--- src/rtl/printer_pkg.sv ---
// printer_pkg: shared definitions for bit_message_printer.
//   - ASCII character constants used by the collector and the printer.
//   - printer_state_t: FSM state encoding (COLLECT, P_BIT, P_SEP, P_CR, P_LF, DONE).
//   - state_char(): maps a printing state (plus the current buffer bit) to the
//     character that state transmits.
package printer_pkg;

    localparam logic [7:0] CH_ZERO = 8'h30;
    localparam logic [7:0] CH_ONE  = 8'h31;
    localparam logic [7:0] CH_CR   = 8'h0D;
    localparam logic [7:0] CH_LF   = 8'h0A;
    localparam logic [7:0] CH_SP   = 8'h20;
    localparam logic [7:0] CH_ESC  = 8'h1B;

    typedef enum logic [2:0] {
        COLLECT = 3'd0,
        P_BIT   = 3'd1,
        P_SEP   = 3'd2,
        P_CR    = 3'd3,
        P_LF    = 3'd4,
        DONE    = 3'd5
    } printer_state_t;

    // Character emitted by each printing state; non-printing states yield 0.
    function automatic logic [7:0] state_char(printer_state_t s, logic b);
        logic [7:0] c;
        c = 8'h00;
        case (s)
            P_BIT:   c = b ? CH_ONE : CH_ZERO;
            P_SEP:   c = CH_SP;
            P_CR:    c = CH_CR;
            P_LF:    c = CH_LF;
            default: c = 8'h00;
        endcase
        return c;
    endfunction

endpackage

--- src/rtl/tx_issue_gate.sv ---
// tx_issue_gate: decides when a character may be handed to the UART
// transmitter and registers the transmit outputs.
//
// Handshake: a character is issued in a cycle where req_i=1, tx_busy_i=0 and
// no strobe was issued in the previous cycle (new_tx_data_o currently 0). The
// enforced idle cycle covers the transmitter's one-cycle busy latency, so
// strobes are never back to back. On issue, tx_data_o is loaded with char_i
// and new_tx_data_o is high for exactly the following cycle; tx_data_o then
// holds until the next issue.
//
// Ports:
//   clk           in   clock
//   rst           in   asynchronous active-low reset
//   tx_busy_i     in   transmitter busy
//   req_i         in   a character is waiting to be sent
//   char_i        in   character to send
//   fire_o        out  the character is taken this cycle
//   tx_data_o     out  registered transmit byte
//   new_tx_data_o out  registered one-cycle transmit strobe
module tx_issue_gate (
    input  logic       clk,
    input  logic       rst,
    input  logic       tx_busy_i,
    input  logic       req_i,
    input  logic [7:0] char_i,
    output logic       fire_o,
    output logic [7:0] tx_data_o,
    output logic       new_tx_data_o
);

    logic [7:0] tx_data_q;
    logic       new_tx_data_q;
    logic       issue_en;

    assign issue_en      = !tx_busy_i && !new_tx_data_q;
    assign fire_o        = req_i && issue_en;
    assign tx_data_o     = tx_data_q;
    assign new_tx_data_o = new_tx_data_q;

    always_ff @(posedge clk or negedge rst) begin
        if (!rst) begin
            tx_data_q     <= 8'h00;
            new_tx_data_q <= 1'b0;
        end else begin
            new_tx_data_q <= fire_o;
            if (fire_o) begin
                tx_data_q <= char_i;
            end
        end
    end

endmodule

--- src/rtl/bit_message_printer.sv ---
// bit_message_printer: collects ASCII '0'/'1' keystrokes from the UART
// receiver into WORD_W-bit words (MSB first), stores up to DEPTH words, and on
// carriage return or a full buffer prints the whole buffer back as ASCII
// binary text with a space between words, then clears the buffer.
//
// Build option: define BIT_MESSAGE_PRINTER_CRLF_EN to append CR LF after the
// last printed character. Without it, printing ends at the last bit character.
//
// Ports:
//   clk          in   system clock
//   rst          in   asynchronous active-low reset
//   rx_data      in   received ASCII byte
//   new_rx_data  in   one-cycle strobe qualifying rx_data
//   tx_busy      in   transmitter busy
//   tx_data      out  byte to transmit (registered)
//   new_tx_data  out  one-cycle transmit strobe (registered)
//   count        out  stored words, 0..DEPTH
//   busy         out  high in every state except COLLECT
//   overrun      out  pulses when an rx byte arrives while printing and is dropped
module bit_message_printer
    import printer_pkg::*;
#(
    parameter int WORD_W = 8,
    parameter int DEPTH  = 16
) (
    input  logic                     clk,
    input  logic                     rst,
    input  logic [7:0]               rx_data,
    input  logic                     new_rx_data,
    input  logic                     tx_busy,
    output logic [7:0]               tx_data,
    output logic                     new_tx_data,
    output logic [$clog2(DEPTH):0]   count,
    output logic                     busy,
    output logic                     overrun
);

    localparam int ADDR_W = $clog2(DEPTH);
    localparam int IDX_W  = (WORD_W > 1) ? $clog2(WORD_W) : 1;
    localparam logic [ADDR_W:0]  FULL     = (ADDR_W + 1)'(DEPTH);
    localparam logic [IDX_W-1:0] LAST_IDX = IDX_W'(WORD_W - 1);

    printer_state_t    state_q, state_d;
    logic [WORD_W-1:0] shreg_q, shreg_d;
    logic [IDX_W-1:0]  bit_cnt_q, bit_cnt_d;
    logic [IDX_W-1:0]  idx_q, idx_d;
    logic [ADDR_W-1:0] wr_ptr_q, wr_ptr_d;
    logic [ADDR_W-1:0] rd_ptr_q, rd_ptr_d;
    logic [ADDR_W:0]   count_q, count_d;

    logic [WORD_W-1:0] mem_q [DEPTH];

    logic              wr_en;
    logic [WORD_W-1:0] shift_word;
    logic [WORD_W-1:0] rd_word;
    logic              rd_bit;
    logic              tx_req;
    logic              tx_fire;
    logic [7:0]        tx_char;
    logic              is_bit_char;

    // The incoming bit lands in the LSB; after WORD_W shifts the first key
    // typed sits in the MSB. Stale bits of a discarded partial word are
    // shifted out before the next full word is written.
    assign is_bit_char = (rx_data == CH_ZERO) || (rx_data == CH_ONE);
    assign shift_word  = (shreg_q << 1) | WORD_W'(rx_data == CH_ONE);

    assign rd_word = mem_q[rd_ptr_q];
    assign rd_bit  = rd_word[LAST_IDX - idx_q];
    assign tx_req  = (state_q == P_BIT) || (state_q == P_SEP) ||
                     (state_q == P_CR)  || (state_q == P_LF);
    assign tx_char = state_char(state_q, rd_bit);

    assign busy    = (state_q != COLLECT);
    assign overrun = new_rx_data && busy;
    assign count   = count_q;

    tx_issue_gate u_gate (
        .clk           (clk),
        .rst           (rst),
        .tx_busy_i     (tx_busy),
        .req_i         (tx_req),
        .char_i        (tx_char),
        .fire_o        (tx_fire),
        .tx_data_o     (tx_data),
        .new_tx_data_o (new_tx_data)
    );

    always_comb begin
        state_d   = state_q;
        shreg_d   = shreg_q;
        bit_cnt_d = bit_cnt_q;
        idx_d     = idx_q;
        wr_ptr_d  = wr_ptr_q;
        rd_ptr_d  = rd_ptr_q;
        count_d   = count_q;
        wr_en     = 1'b0;

        case (state_q)
            COLLECT: begin
                if (new_rx_data) begin
                    if (is_bit_char) begin
                        shreg_d = shift_word;
                        if (bit_cnt_q == LAST_IDX) begin
                            bit_cnt_d = '0;
                            wr_en     = 1'b1;
                            wr_ptr_d  = wr_ptr_q + 1'b1;
                            count_d   = count_q + 1'b1;
                            if (count_q + 1'b1 == FULL) begin
                                state_d = P_BIT;
                            end
                        end else begin
                            bit_cnt_d = bit_cnt_q + 1'b1;
                        end
                    end else if (rx_data == CH_CR) begin
                        bit_cnt_d = '0;
                        if (count_q != '0) begin
                            state_d = P_BIT;
                        end
                    end else if (rx_data == CH_ESC) begin
                        count_d   = '0;
                        wr_ptr_d  = '0;
                        bit_cnt_d = '0;
                    end
                end
            end

            P_BIT: begin
                if (tx_fire) begin
                    if (idx_q == LAST_IDX) begin
                        idx_d = '0;
                        if ({1'b0, rd_ptr_q} == count_q - 1'b1) begin
`ifdef BIT_MESSAGE_PRINTER_CRLF_EN
                            state_d = P_CR;
`else
                            state_d = DONE;
`endif
                        end else begin
                            rd_ptr_d = rd_ptr_q + 1'b1;
                            state_d  = P_SEP;
                        end
                    end else begin
                        idx_d = idx_q + 1'b1;
                    end
                end
            end

            P_SEP: begin
                if (tx_fire) begin
                    state_d = P_BIT;
                end
            end

`ifdef BIT_MESSAGE_PRINTER_CRLF_EN
            P_CR: begin
                if (tx_fire) begin
                    state_d = P_LF;
                end
            end

            P_LF: begin
                if (tx_fire) begin
                    state_d = DONE;
                end
            end
`endif

            DONE: begin
                count_d  = '0;
                wr_ptr_d = '0;
                rd_ptr_d = '0;
                idx_d    = '0;
                state_d  = COLLECT;
            end

            default: begin
                state_d = COLLECT;
            end
        endcase
    end

    always_ff @(posedge clk or negedge rst) begin
        if (!rst) begin
            state_q   <= COLLECT;
            shreg_q   <= '0;
            bit_cnt_q <= '0;
            idx_q     <= '0;
            wr_ptr_q  <= '0;
            rd_ptr_q  <= '0;
            count_q   <= '0;
        end else begin
            state_q   <= state_d;
            shreg_q   <= shreg_d;
            bit_cnt_q <= bit_cnt_d;
            idx_q     <= idx_d;
            wr_ptr_q  <= wr_ptr_d;
            rd_ptr_q  <= rd_ptr_d;
            count_q   <= count_d;
        end
    end

    // Buffer contents need no reset: count and the pointers define what is valid.
    always_ff @(posedge clk) begin
        if (wr_en) begin
            mem_q[wr_ptr_q] <= shift_word;
        end
    end

endmodule

--- config.mk ---
export PLATFORM = sky130hd
export DESIGN_NAME = bit_message_printer
export DESIGN_NICKNAME = d
export VERILOG_FILES = /design/src/rtl/printer_pkg.sv /design/src/rtl/tx_issue_gate.sv /design/src/rtl/bit_message_printer.sv
export SDC_FILE = /design/constraint.sdc
export NUM_CORES = 1
export LEC_CHECK = 0
export CORE_MARGIN = 2
export CORE_UTILIZATION = 56
export DETAILED_ROUTE_END_ITERATION = 6
export GPL_ROUTABILITY_DRIVEN = 0
export PLACE_DENSITY = 0.74
export SLEW_MARGIN = 20
export SYNTH_ARGS = -nofsm -noshare
export SYNTH_HDL_FRONTEND = slang
export SYNTH_HIERARCHICAL = 1
export SYNTH_SLANG_ARGS = --single-unit
--- constraint.sdc ---
create_clock -name clk -period 3.3 [get_ports clk]
set_input_delay 0.495 -clock clk [delete_from_list [all_inputs] [get_ports clk]]
set_output_delay 0.495 -clock clk [all_outputs]
set_load 0.1 [all_outputs]
==> reports/metrics.csv, run 1 <==
stage,metric,value,unit
logic_synthesis,register area share after synthesis,0.664,
sta,final worst path period need,2.68,ns
floorplanning,Initial Utilization,0.572,
cts,setup bufs post-CTS,0,
routing,drt drc,0,
routing,vias per cell,6.08,
sta,final hold slack,0.202,ns
critical_path,worst path required time,3.43,ns
logic_synthesis,ranking of synthesized cells by area,"edfxtp_1, dfrtp_1, mux4_2",
logic_synthesis,Yosys top cell by area,edfxtp_1,
logic_synthesis,Post-Syn Instances,461,
run_status,status,completed,
sta,Max Slew Vio Count,0,
cts,"buffers from clock root to sink, at most",2,
cts,post-CTS sizing,0,
cts,Root Buffer,clkbuf_16,
floorplanning,Die Width,118,µm
grt,total track usage,0.231,
grt,vias in the first global route,4170,
power,PD cells,523,nW/µm²
grt,initial antenna violation count,0,
critical_path,Critical Path Source,rx_data[1],
sta,worst-margin pin slew,0.995,ns
cts,Num CTS Buffers,17,
critical_path,Reg-to-Reg Start,rd_ptr_q[0]$_DFFE_PN0P_,
floorplanning,Std-Cell Rows,41,
logic_synthesis,"Distinct cells, synth",60,
cts,Worst-path clk slew,0.06,ns
routing,Iteration-0 DRC Markers,440,
routing,drt pass-1 iters,5,
logic_synthesis,ys async rst share,0.229,
grt,gr ovfl total,0,
power,Max VDD drop,0.000487,V
critical_path,type of the worst setup path,input pin to register,
final_layout,number of fillers in the final layout,887,
floorplanning,die height,118,µm
logic_synthesis,top-count cell post-synth,edfxtp_1,
routing,"antenna viol nets, final",0,
critical_path,startpoint types,input pin,
cts,worst skew pair latency,0.42,ns
final_layout,final instance area,8300,µm²
cts,CTS tree,done,
cts,cts hold-fix bufs,0,
final_layout,antenna fix cells,0,
critical_path,reg2reg path depth,8,
grt,first-pass GRT wire length,23.6,mm
logic_synthesis,Post-synth EDFFs,128,
sta,Fmax,373,MHz
logic_synthesis,area share of the largest cell type after synthesis,0.532,
sta,RSZ-0062 raised after global routing,no,
logic_synthesis,"flops & latches, synth",166,
sta,Final Hold Vio Count,0,
sta,setup TNS,0,ns
critical_path,critical path capture point type,register,
logic_synthesis,Synth Warn #,6,
final_layout,Layout area overhead,14.9,%
sta,max_slew headroom,0.332,
floorplanning,core box area,12600,µm²
routing,Vias,4149,
worst_hold_path,hold crit path type,input pin to async pin,
placed_design,hpwl dp,10.0,mm
floorplanning,I/O pin count,28,
logic_synthesis,most common flop cell mapped by yosys,edfxtp_1,
critical_path,Worst EP arrival,2.81,ns
cts,clk sink count,166,
critical_path,Worst R2R End,u_gate/tx_data_o[0]$_DFFE_PN0P_,
cts,H-tree depth,4,
sta,# setup viols final,0,
grt,largest net degree at the start of global routing,39,
logic_synthesis,syn_area_per_cell,15.7,µm²
critical_path,worst reg2reg setup slack,0.65,ns
routing,final wirelength,15.3,mm
placed_design,port buffer count,27,
critical_path,largest fanout on the critical path,11,
power,leak pwr,0.00291,µW
sta,Final Skew,0.00637,ns
routing,routed wire length per instance,22.4,µm
sta,fin crit share,0.812,
run,maxcap violations,0,
logic_synthesis,mapped cell area,7220,µm²
floorplanning,die area,13800,µm²
final_layout,Nets,520,
final_layout,layout cells sized above 1,0.204,
logic_synthesis,Post-synth top cells,"edfxtp_1, dfrtp_1, nand2_1",
placed_design,Placed Area,7680,µm²
## metrics by stage
stage,util,setup WS (ns),instances,power [µW]
after floorplan,-,0.543,462,2290
after global placement,0.608,0.414,650,2320
after detailed placement,0.608,0.353,650,2320
after CTS,0.657,0.628,682,4350
after global routing,0.657,0.417,682,4460
final,0.657,0.619,682,4340
## worst max-delay path, cell delays in order
cell	delay, ns
clkdlybuf4s50_1	0.43
nor4b_1	0.37
and3_1	0.31
nand3_1	0.25
buf_4	0.26
nor4b_1	0.43
buf_4	0.26
## power by group
group	switching (µW)	internal (µW)	total, µW
Combinational	19.2	16.4	35.6
Sequential	8.86	2240	2240
Clock	846	1210	2060
## worst max path at each step
stage                                      end  slack [ns]  cells past startpoint
2_1_floorplan           state_q[0]$_DFFE_PN0P_        0.54                      9
3_3_place_gp             mem_q[8][4]$_DFFE_PP_        0.41                      7
3_5_place_dp             mem_q[8][4]$_DFFE_PP_        0.35                      7
4_1_cts                  mem_q[8][3]$_DFFE_PP_        0.63                      7
5_1_grt        u_gate/tx_data_o[0]$_DFFE_PN0P_        0.42                      8
6_report                 mem_q[8][4]$_DFFE_PP_        0.62                      7
## flip-flops by register name, summed over array words and instances (netlist names), 4 cells and up
signal and flops:
mem_q 128, u_gate/tx_data_o 8, shreg_q 7, count 5, rd_ptr_q 4, wr_ptr_q 4
## layer usage
layer	wire (µm)	track usage	vias up	part of all wire
met5	0	0	-	0
met4	309	0.0806	0	0.020
met3	913	0.0572	25	0.060
met2	7540	0.363	147	0.49
met1	6530	0.320	2108	0.43
li1	-	-	1869	-
## kinds of logic (layout without fill, tap and decap cells)
logic type | after synthesis | count (layout) | synth area share
adders and majority gates | 11 | 11 | 0.0191
xor gates and xnor gates | 4 | 4 | 0.00485
muxes | 50 | 50 | 0.134
buffers and inverters | 40 | 88 | 0.0265
other | 1 | 2 | 0.000519
AOI/OAI and AO/OA | 66 | 66 | 0.0620
and+or+nand+nor | 123 | 123 | 0.0891
DFF | 166 | 166 | 0.664
## cell type report
cell class                 count  area [µm²]  share of cell area
sequential                   166        4800               0.578
tap                          172         215              0.0259
multi-input combinational    256        2240               0.270
timing repair buffer          43         380              0.0459
clock inverter                15         191              0.0231
inverter                      13        48.8             0.00588
clock buffer                  17         425              0.0513
## cell usage in the layout (no fill, tap or decap), types with 6 or more instances in the layout
cell             instances
inv_1                   13
nand2b_1                 6
clkdlybuf4s50_1         19
nand3_1                  7
clkbuf_16               17
a22oi_1                  8
o21ai_1                  9
buf_4                   22
mux2i_1                  7
nand2_1                 38
inv_6                    7
a21oi_1                 13
ha_1                    11
and2_1                  11
nor2_1                  15
mux2_4                   8
mux4_2                  34
dfrtp_1                 37
nor2b_1                  7
edfxtp_1               128
nor3_1                  13
(Power assumes the default switching activity.)
==> run 2, diff against run 1 <==
clock period = 2.55 ns   (was 3.3 ns; I/O delays follow)
==> run 2 against run 1 <==
  * Setup slack worse by 0.49 ns
  * Global-route usage is 0.53 points higher
  * Critical path depth is 1 higher
  * Flip-flop and latch count stayed put
  * First-iteration DRC count is 3.4% higher
  * Final area is 2.5% higher
  * Routed wire length is 2.0% higher
  * Worst hold slack worse by 0.13 ns
  * Sequential share of layout area is 1.4 points lower
  * Die area stayed put
  * Clock power is 12% higher
  * Critical path type is now register to register
==> reports/metrics.csv, run 2 (synthesis results as in run 1) <==
stage,metric,value,unit
run_status,status,completed,
routing,Vias,4238,
critical_path,type of the worst setup path,register to register,
sta,Final Skew,0.00756,ns
final_layout,post-layout util,0.674,
power,P_int,4180,µW
placed_design,hpwl dp,10.4,mm
grt,vias in the first global route,4094,
sta,RSZ-0062 raised after global routing,no,
final_layout,multi-input logic area,2240,µm²
floorplanning,I/O pin count,28,
sta,# setup viols final,0,
sta,Fmax,413,MHz
power,PD cells,619,nW/µm²
final_layout,Layout area overhead,17.8,%
routing,vias per cell,5.96,
floorplanning,Std-Cell Rows,41,
placed_design,Setup Slack @ Placement,-0.168,ns
floorplanning,die height,118,µm
placed_design,placed cells,673,
cts,"buffers from clock root to sink, at most",2,
cts,CTS tree,done,
sta,fin crit share,0.950,
power,switch share,0.206,
final_layout,number of fillers in the final layout,905,
routing,final wirelength,15.6,mm
sta,final worst path period need,2.42,ns
floorplanning,core box area,12600,µm²
sta,final worst-path setup slack,0.129,ns
sta,worst-margin pin slew,0.868,ns
floorplanning,Die Width,118,µm
grt,initial antenna violation count,0,
cts,worst skew pair latency,0.42,ns
final_layout,Top reg by flops,mem_q,
final_layout,sequential cell area,4800,µm²
power,Comb power frac,0.009,
final_layout,non-filler instance count after layout,711,
cts,Root Buffer,clkbuf_16,
cts,Worst-path clk slew,0.06,ns
power,Reg power frac,0.552,
critical_path,largest fanout on the critical path,16,
grt,total track usage,0.236,
sta,Final Hold Vio Count,0,
worst_hold_path,hold crit path type,input pin to async pin,
critical_path,worst reg2reg setup slack,0.13,ns
routing,Iteration-0 DRC Markers,455,
sta,setup TNS,0,ns
critical_path,startpoint types,register,
placed_design,port buffer count,27,
cts,cts hold-fix bufs,0,
power,leak pwr,0.00307,µW
run,maxcap violations,0,
floorplanning,die area,13800,µm²
power,Max VDD drop,0.000762,V
critical_path,critical path capture point type,register,
final_layout,max FFs per register,128,
grt,gr ovfl total,0,
grt,largest net degree at the start of global routing,39,
routing,drt drc,0,
routing,"antenna viol nets, final",0,
cts,H-tree depth,4,
routing,drt pass-1 iters,5,
cts,clk sink count,166,
power,clock power share,0.439,
floorplanning,Initial Utilization,0.572,
critical_path,Worst EP arrival,2.73,ns
critical_path,worst path required time,2.86,ns
final_layout,most frequent cells in the layout,"edfxtp_1, buf_4, nand2_1, dfrtp_1, mux4_2",
power,P_sw,1090,µW
final_layout,layout cells sized above 1,0.265,
final_layout,"most common cell after layout, fill and taps aside",edfxtp_1,
final_layout,antenna fix cells,0,
grt,first-pass GRT wire length,24.0,mm
sta,max_slew headroom,0.421,
final_layout,Nets,549,
sta,Max Slew Vio Count,0,
cts,Num CTS Buffers,17,
routing,routed wire length per instance,21.9,µm
power,"Power, Total",5260,µW
==> run 2: cell count changes in the layout (fill, tap and decap cells not counted), moves of 3 or more <==
| cell | previous run | this run |
|---|---|---|
| clkdlybuf4s50_1 | 19 | 10 |
| buf_4 | 22 | 52 |
| inv_6 | 7 | 2 |
| inv_4 | 0 | 3 |
| bufinv_16 | 3 | 0 |
| buf_12 | 1 | 8 |
==> run 2: final timing paths <==
check,startpoint,endpoint,cells past startpoint
min in group clk,bit_cnt_q[0]$_DFFE_PN0P_,bit_cnt_q[0]$_DFFE_PN0P_,1
min,rst,u_gate/tx_data_o[3]$_DFFE_PN0P_,1
max in group asynchronous,rst,count[0]$_DFFE_PN0P_,1
max reg2reg,rd_ptr_q[0]$_DFFE_PN0P_,u_gate/tx_data_o[0]$_DFFE_PN0P_,8
min reg2reg,bit_cnt_q[0]$_DFFE_PN0P_,bit_cnt_q[0]$_DFFE_PN0P_,1
max,rd_ptr_q[0]$_DFFE_PN0P_,u_gate/tx_data_o[0]$_DFFE_PN0P_,8
==> run 2: critical path, stage by stage (launching register included) <==
cell and delay [ns]:
dfrtp_2 0.41, buf_12 0.18, mux4_2 0.55, mux2i_1 0.19, mux4_2 0.27, nor2_1 0.05, a311oi_1 0.26, o41ai_1 0.12
mux2_4 0.26
==> run 2: cell type report <==
type | instances | share of cell area
flip-flops and latches | 166 | 0.564
multi-input cells | 256 | 0.264
repair buffers | 72 | 0.0784
clock buffers | 19 | 0.0509
well taps | 172 | 0.0253
clock inverters | 13 | 0.0116
inverters | 13 | 0.00574
==> run 2: repair_timing <==
action | in CTS | in global routing
gates resized for setup | 0 | 2
setup endpoints to repair | 0 | 2
buffers inserted | 0 | 6
==> run 2: power groups by stage <==
stage                     registers, µW  logic, µW  clock network (µW)
after floorplan                    2960       11.4                   0
after CTS                          2900       49.0                2330
after global placement             2960       46.9                   0
final                              2900       48.5                2310
after detailed placement           2960       49.0                   0
after global routing               2900       53.9                2450
==> run 2: stage by stage <==
step	area (µm²)	hold WS, ns
after global placement	7920	0.481
after floorplan	7230	0.0869
after detailed placement	7920	0.492
final	8500	0.0696
after CTS	8450	0.0865
after global routing	8500	0.129
==> run 2: per-layer routing <==
layer	vias up	global-route usage	wire, µm
li1	1922	-	-
met1	2136	0.321	6460
met2	161	0.376	7730
met3	19	0.0649	1180
met4	0	0.0761	229
met5	-	0	0
==> run 3, diff against run 2 <==
CTS_CLUSTER_SIZE = 8   (was not set)
GPL_ROUTABILITY_DRIVEN = 1   (was 0)
==> results of run 3 <==
Same layout as run 2: the final DEF is identical, and so are final timing and power.
